### src/rtl/hart_mem_arbiter.sv
// hart_mem_arbiter
//   Shares one memory bus between a hart's instruction-fetch port and its
//   data port. Requests are granted round-robin. The granted request's fields
//   are latched and held on the bus until the memory acks. The result goes
//   back to the winner as a one-cycle ready pulse. A watchdog aborts
//   transactions that never get an ack.
//
// Ports
//   i_clk, i_rst                   clock (rising), async active-low reset
//   i_IC_DataReq, i_IM_Addr        fetch request / address
//   o_IM_Instr, o_IC_MemReady      fetch result / done pulse
//   i_DM_MemRead, i_DM_Wen         data read / write request (write wins)
//   i_DM_Addr, i_DM_Wd, i_DM_byte_en  data address, write data, lanes
//   o_DM_ReadData, o_DM_data_ready data result / done pulse
//   o_MEM_req/we/addr/wdata/byte_en   shared bus request fields
//   i_MEM_ack, i_MEM_rdata         memory completion / read data
//   o_bus_err, o_bus_err_src       watchdog abort pulse / owner (1 = data)
module hart_mem_arbiter #(
    parameter int XLEN           = 32,
    parameter int TIMEOUT_CYCLES = 255
) (
    input  logic              i_clk,
    input  logic              i_rst,
    input  logic              i_IC_DataReq,
    input  logic [XLEN-1:0]   i_IM_Addr,
    output logic [XLEN-1:0]   o_IM_Instr,
    output logic              o_IC_MemReady,
    input  logic              i_DM_MemRead,
    input  logic              i_DM_Wen,
    input  logic [XLEN-1:0]   i_DM_Addr,
    input  logic [XLEN-1:0]   i_DM_Wd,
    input  logic [XLEN/8-1:0] i_DM_byte_en,
    output logic [XLEN-1:0]   o_DM_ReadData,
    output logic              o_DM_data_ready,
    output logic              o_MEM_req,
    output logic              o_MEM_we,
    output logic [XLEN-1:0]   o_MEM_addr,
    output logic [XLEN-1:0]   o_MEM_wdata,
    output logic [XLEN/8-1:0] o_MEM_byte_en,
    input  logic              i_MEM_ack,
    input  logic [XLEN-1:0]   i_MEM_rdata,
    output logic              o_bus_err,
    output logic              o_bus_err_src
);
    typedef enum logic [1:0] {IDLE, IBUSY, DBUSY} state_e;

    // Counter hits this value on the last BUSY edge before abort.
    localparam logic [15:0] TLIM = 16'(TIMEOUT_CYCLES - 1);

    state_e              state_q, state_d;
    logic                last_q, last_d;           // 1 = data granted last
    logic [15:0]         cnt_q, cnt_d;
    logic                req_q, req_d, we_q, we_d;
    logic [XLEN-1:0]     addr_q, addr_d, wdata_q, wdata_d;
    logic [XLEN/8-1:0]   be_q, be_d;
    logic [XLEN-1:0]     instr_q, instr_d, dmrd_q, dmrd_d;
    logic                ic_rdy_q, ic_rdy_d, dm_rdy_q, dm_rdy_d;
    logic                err_q, err_d, err_src_q, err_src_d;

    logic            i_elig, d_elig, grant_i, grant_d, busy, done, timeout;
    logic [XLEN-1:0] rsp;

    always_comb begin
        // A requester whose ready pulse is out this cycle is still holding
        // its request line; mask it so the same request is not re-granted.
        i_elig  = i_IC_DataReq & ~ic_rdy_q;
        d_elig  = (i_DM_MemRead | i_DM_Wen) & ~dm_rdy_q;
        grant_i = (state_q == IDLE) & i_elig & (~d_elig | last_q);
        grant_d = (state_q == IDLE) & d_elig & ~grant_i;
        busy    = (state_q != IDLE);
        timeout = busy & ~i_MEM_ack & (cnt_q == TLIM);   // ack wins a tie
        done    = busy & (i_MEM_ack | timeout);
        rsp     = (i_MEM_ack && !we_q) ? i_MEM_rdata : '0;
    end

    // State / datapath registers
    always_ff @(posedge i_clk or negedge i_rst) begin
        if (!i_rst) begin
            state_q   <= IDLE;
            last_q    <= 1'b1;
            cnt_q     <= '0;
            req_q     <= 1'b0;
            we_q      <= 1'b0;
            addr_q    <= '0;
            wdata_q   <= '0;
            be_q      <= '0;
            instr_q   <= '0;
            ic_rdy_q  <= 1'b0;
            dmrd_q    <= '0;
            dm_rdy_q  <= 1'b0;
            err_q     <= 1'b0;
            err_src_q <= 1'b0;
        end else begin
            state_q   <= state_d;
            last_q    <= last_d;
            cnt_q     <= cnt_d;
            req_q     <= req_d;
            we_q      <= we_d;
            addr_q    <= addr_d;
            wdata_q   <= wdata_d;
            be_q      <= be_d;
            instr_q   <= instr_d;
            ic_rdy_q  <= ic_rdy_d;
            dmrd_q    <= dmrd_d;
            dm_rdy_q  <= dm_rdy_d;
            err_q     <= err_d;
            err_src_q <= err_src_d;
        end
    end

    // Next state
    always_comb begin
        state_d = state_q;
        case (state_q)
            IDLE:    if (grant_i) state_d = IBUSY;
                     else if (grant_d) state_d = DBUSY;
            IBUSY,
            DBUSY:   if (done) state_d = IDLE;
            default: state_d = IDLE;
        endcase
    end

    // Registered outputs and datapath
    always_comb begin
        last_d    = last_q;
        cnt_d     = cnt_q;
        req_d     = req_q;
        we_d      = we_q;
        addr_d    = addr_q;
        wdata_d   = wdata_q;
        be_d      = be_q;
        instr_d   = instr_q;
        dmrd_d    = dmrd_q;
        ic_rdy_d  = 1'b0;
        dm_rdy_d  = 1'b0;
        err_d     = 1'b0;
        err_src_d = err_src_q;

        if (grant_i) begin
            req_d   = 1'b1;
            we_d    = 1'b0;
            addr_d  = i_IM_Addr;
            wdata_d = '0;
            be_d    = '1;
            last_d  = 1'b0;
            cnt_d   = '0;
        end else if (grant_d) begin
            req_d   = 1'b1;
            we_d    = i_DM_Wen;
            addr_d  = i_DM_Addr;
            wdata_d = i_DM_Wd;
            be_d    = i_DM_Wen ? i_DM_byte_en : '1;
            last_d  = 1'b1;
            cnt_d   = '0;
        end else if (done) begin
            req_d = 1'b0;
            if (state_q == DBUSY) begin
                dmrd_d   = rsp;
                dm_rdy_d = 1'b1;
            end else begin
                instr_d  = rsp;
                ic_rdy_d = 1'b1;
            end
            if (timeout) begin
                err_d     = 1'b1;
                err_src_d = (state_q == DBUSY);
            end
        end else if (busy) begin
            cnt_d = cnt_q + 16'd1;
        end
    end

    assign o_MEM_req       = req_q;
    assign o_MEM_we        = we_q;
    assign o_MEM_addr      = addr_q;
    assign o_MEM_wdata     = wdata_q;
    assign o_MEM_byte_en   = be_q;
    assign o_IM_Instr      = instr_q;
    assign o_IC_MemReady   = ic_rdy_q;
    assign o_DM_ReadData   = dmrd_q;
    assign o_DM_data_ready = dm_rdy_q;
    assign o_bus_err       = err_q;
    assign o_bus_err_src   = err_src_q;
endmodule

### config.mk
export PLATFORM = sky130hd
export DESIGN_NAME = hart_mem_arbiter
export DESIGN_NICKNAME = d
export VERILOG_FILES = /design/src/rtl/hart_mem_arbiter.sv
export SDC_FILE = /design/constraint.sdc
export NUM_CORES = 1
export LEC_CHECK = 0
export BUFFER_PORTS_ARGS = -buffer_cell sky130_fd_sc_hd__buf_2
export CORE_MARGIN = 2
export CORE_UTILIZATION = 47
export DETAILED_ROUTE_END_ITERATION = 12
export GPL_ROUTABILITY_DRIVEN = 0
export GPL_TIMING_DRIVEN = 0
export PLACE_DENSITY = 0.79
export SETUP_SLACK_MARGIN = 0.5
export SLEW_MARGIN = 20
export SYNTH_ARGS = -nofsm -noshare
export SYNTH_HDL_FRONTEND = slang
export SYNTH_SLANG_ARGS = --single-unit
export TNS_END_PERCENT = 1
### constraint.sdc
create_clock -name i_clk -period 2.3 [get_ports i_clk]
set_input_delay 0.115 -clock i_clk [delete_from_list [all_inputs] [get_ports i_clk]]
set_output_delay 0.115 -clock i_clk [all_outputs]
set_load 0.005 [all_outputs]
==> summary.md <==
| Metric | Value |
|---|---|
| Switch Pwr | `about 4.8 mW` |
| MaxCap Viol Count | `0` |
| I/O pins | `roughly 280` |
| Synth top area share | `between 60% and 70%` |
| # setup viols final | `0` |
| Post-synthesis sequential area ratio | `roughly 62%` |
| DIE WIDTH | `about 120 µm` |
| Clock sinks | `about 160` |
| Post-DP HPWL | `around 14000 µm` |
| Final core occ | `between 70% and 80%` |
| Post-synthesis async set-or-reset flop share | `100%` |
| Max stage delay on crit path | `360 ps` |
| Setup Skew | `approximately 8.8 ps` |
| Residual DRC count | `0` |
| Drt pass-1 iters | `7` |
| Worst-path clk slew | `~60 ps` |
| Main combinational cell family by area after synthesis | `compound AO/OA/AOI/OAI gates` |
| Post-synthesis simple-gate area fraction | `5.61%` |
| Internal Power | `8.00 mW` |
| Slew Limit Headroom | `52.8%` |
| # H-tree levels | `4` |
| Syn Area/Cell | `13.0 µm²` |
| First-pass GRT wire length | `approximately 38000 µm` |
| CP Capture Type | `register` |
| DR iter-0 viols | `between 800 and 900` |
| Switching share of power | `a little under two fifths` |
| TritonCTS buffer count | `17` |
| Die footprint | `14400 µm²` |
| Outcome | `finished clean` |
| Synthesized cell area | `approximately 6300 µm²` |
| Vias per Instance | `approximately 6.2` |
| Logic pwr share | `between 40% and 50%` |
| Dominant cell type by area after synthesis | `dfrtp_1` |
| Final #Nets | `1068` |
| CTS tree | `yes` |
| Via count | `6943` |
| Final hold violation count | `0` |
| Clock Tree Root | `clkbuf_16` |
| Xor/xnor cell area share of the yosys netlist | `0%` |
| LEAKAGE | `around 5.0 nW` |
| Placement Rows | `42` |
| Syn Inst Count | `between 400 and 500` |
| Fill cell count | `about 760` |
| Worst-margin pin slew | `just over 700 ps` |
| Die height | `roughly 120 µm` |
| Tmin final | `2120 ps` |
| Max IR drop VDD | `a little over 0.0008 V` |
| Detail Route Antenna Nets | `0` |
| Slew Viols, Final | `0` |
| Worst-path fanout max | `8` |
| Setup TNS | `0 ps` |
| Sequential group share of total power | `a little over a third` |
| RSZ-0062 raised after global routing | `true` |
| Crit-path leading delay family | `simple AND/OR/NAND/NOR gates` |
| Total grt overflow | `0` |
| Post-synth EDFFs | `0` |
| Initial antenna violation count | `1` |
| Top post-synthesis cells by count | `dfrtp_1, a32o_1, inv_1` |
| Multi-input gate area | `between 2000 and 2500 µm²` |
| Starting Density | `around 48%` |
| Vias in the first global route | `just over 7000` |
| Worst setup margin | `about 180 ps` |
| Layout area overhead | `60.1%` |
| Total power | `12.8 mW` |
| # port buffers | `274` |
| Drt total wl | `25800 µm` |
| Fmax | `roughly 470 MHz` |
| Crit Path Category | `reg -> reg` |
| Worst path arrival time | `2420 ps` |
| Core ar. | `about 13000 µm²` |
| Register Area | `just under 4000 µm²` |
| Largest net degree at the start of global routing | `81` |
| GRT Total Usage | `around a third` |
| Layout cell share with drive strength beyond 1 | `roughly 38%` |
| Post-synthesis mux area share | `less than 1%` |
| Top cells by area, synth | `dfrtp_1, a32o_1, a222oi_1, a22o_1, inv_1` |
| Required time of the critical path | `about 2600 ps` |
| Yosys warns | `0` |
| Crit share post-route | `roughly 92%` |
| Clock insertion delay at the later pin of the skew report | `between 400 and 500 ps` |
| Hold slack | `between 100 and 150 ps` |
| Yosys cell types | `between 40 and 50` |
| Clock power share | `around 22%` |
| Main synth FF type | `dfrtp_1` |
| Slowest cell on the critical path | `dfrtp_1` |
| WP buf/inv | `4` |
| Post-DR wirelength/cell | `approximately 23 µm` |
| CP cell instances | `inv_2, ha_4, nor4bb_4, and3_4, buf_6, a21o_4, buf_12, nand2_8, clkbuf_16, a32o_1` |
| HP Class | `in -> reg` |
| Pwr Density | `~1300 nW/µm²` |
| Critical Path Source Type | `register` |
| Syn nets | `between 600 and 700` |
| Place WS | `-40.4 ps` |
| Synth Area in Adders | `less than 1%` |
| Synthesized flop and latch total | `157` |
| CTS Buffer Depth | `2` |
| Compound-cell area share of the yosys netlist | `about a quarter` |
| Count leader, synth | `dfrtp_1` |
## cell type report
| cell class | instances | share of cell area (%) |
|---|---|---|
| Sequential cell | 157 | 38.7 |
| Timing Repair Buffer | 419 | 28.5 |
| Multi-Input combinational cell | 243 | 20.5 |
| Clock buffer | 19 | 4.36 |
| Buffer | 45 | 2.71 |
| Tap cell | 176 | 2.17 |
| Inverter | 43 | 1.59 |
| Clock inverter | 11 | 1.43 |
| Antenna cell | 1 | 0.0247 |
## placed cells by master (no fill, tap or decap), types with 17 or more instances in the layout
cell type | Yosys | final
buf_2 | 0 | 276
dfrtp_1 | 156 | 156
dlygate4sd3_1 | 0 | 133
a32o_1 | 64 | 64
inv_1 | 43 | 41
a22o_1 | 33 | 33
a222oi_1 | 32 | 32
clkbuf_1 | 35 | 24
clkbuf_16 | 0 | 21
nand2_1 | 17 | 17
## path summary, 6_finish.rpt
kind                       slack (ps)  cells after the start                          from                            end
setup / recovery                  180                     10        state_q[0]$_DFFE_PN0P_     o_IM_Instr[15]$_DFFE_PN0P_
hold reg to reg                   490                      1  o_DM_ReadData[3]$_DFFE_PN0P_   o_DM_ReadData[3]$_DFFE_PN0P_
hold / removal                    130                      3                      i_DM_Wen           o_MEM_we$_DFFE_PN0P_
max in group asynchronous        1270                      3                         i_rst  o_DM_ReadData[27]$_DFFE_PN0P_
setup reg to reg                  180                     10        state_q[0]$_DFFE_PN0P_     o_IM_Instr[15]$_DFFE_PN0P_
min in group asynchronous         230                      2                         i_rst      o_IM_Instr[8]$_DFFE_PN0P_
## registers in the layout, indices dropped and copies added, names as in the netlist, 2 cells and up
register	cells
o_MEM_addr	32
cnt_q	16
o_MEM_byte_en	4
state_q	2
o_DM_ReadData	32
o_MEM_wdata	32
o_IM_Instr	32
## through the flow
stage / cells / cell area [µm²]
after floorplan: 487 / 6350
after global placement: 937 / 7950
after detailed placement: 938 / 7980
after CTS: 1102 / 9930
after global routing: 1114 / 10100
final: 1114 / 10100
## tightest hold or removal path, stage by stage
cell	delay, ps
buf_2	100
nand2_1	170
nand2_1	130
## what timing repair did
item	in CTS	in global routing
setup endpoints to repair	153	154
hold buffers	133	0
hold endpoints to repair	208	0
buffers inserted	1	6
pin swaps	0	4
gates resized for setup	5	33
gates cloned	0	5
## kinds of logic (layout without fill, tap and decap cells)
group           count (synthesis)  after routing
compound gates                173            173
mux                             3              3
buf+inv                        88            537
fa+ha+maj                       4              4
simple gates                   62             63
flops                         157            157
other cells                     0              1
## power by group through the flow
| stage | Combinational [mW] | Sequential [mW] | Clock (mW) |
|---|---|---|---|
| finish | 5.30 | 4.61 | 2.85 |
| global placement | 4.29 | 4.46 | 0 |
| detailed placement | 4.49 | 4.52 | 0 |
| CTS | 4.71 | 4.48 | 2.84 |
| global route | 5.60 | 4.69 | 2.99 |
| floorplan | 2.37 | 4.54 | 0 |
## layer usage
metal | vias up | wire (µm) | GRT usage [%]
met2 | 525 | 13400 | 58.4
li1 | 2810 | - | -
met5 | - | 0 | 0
met1 | 3429 | 8610 | 37.3
met3 | 179 | 1870 | 8.13
met4 | 0 | 1920 | 23.8
Note: power is estimated with default switching activity, not from simulation.
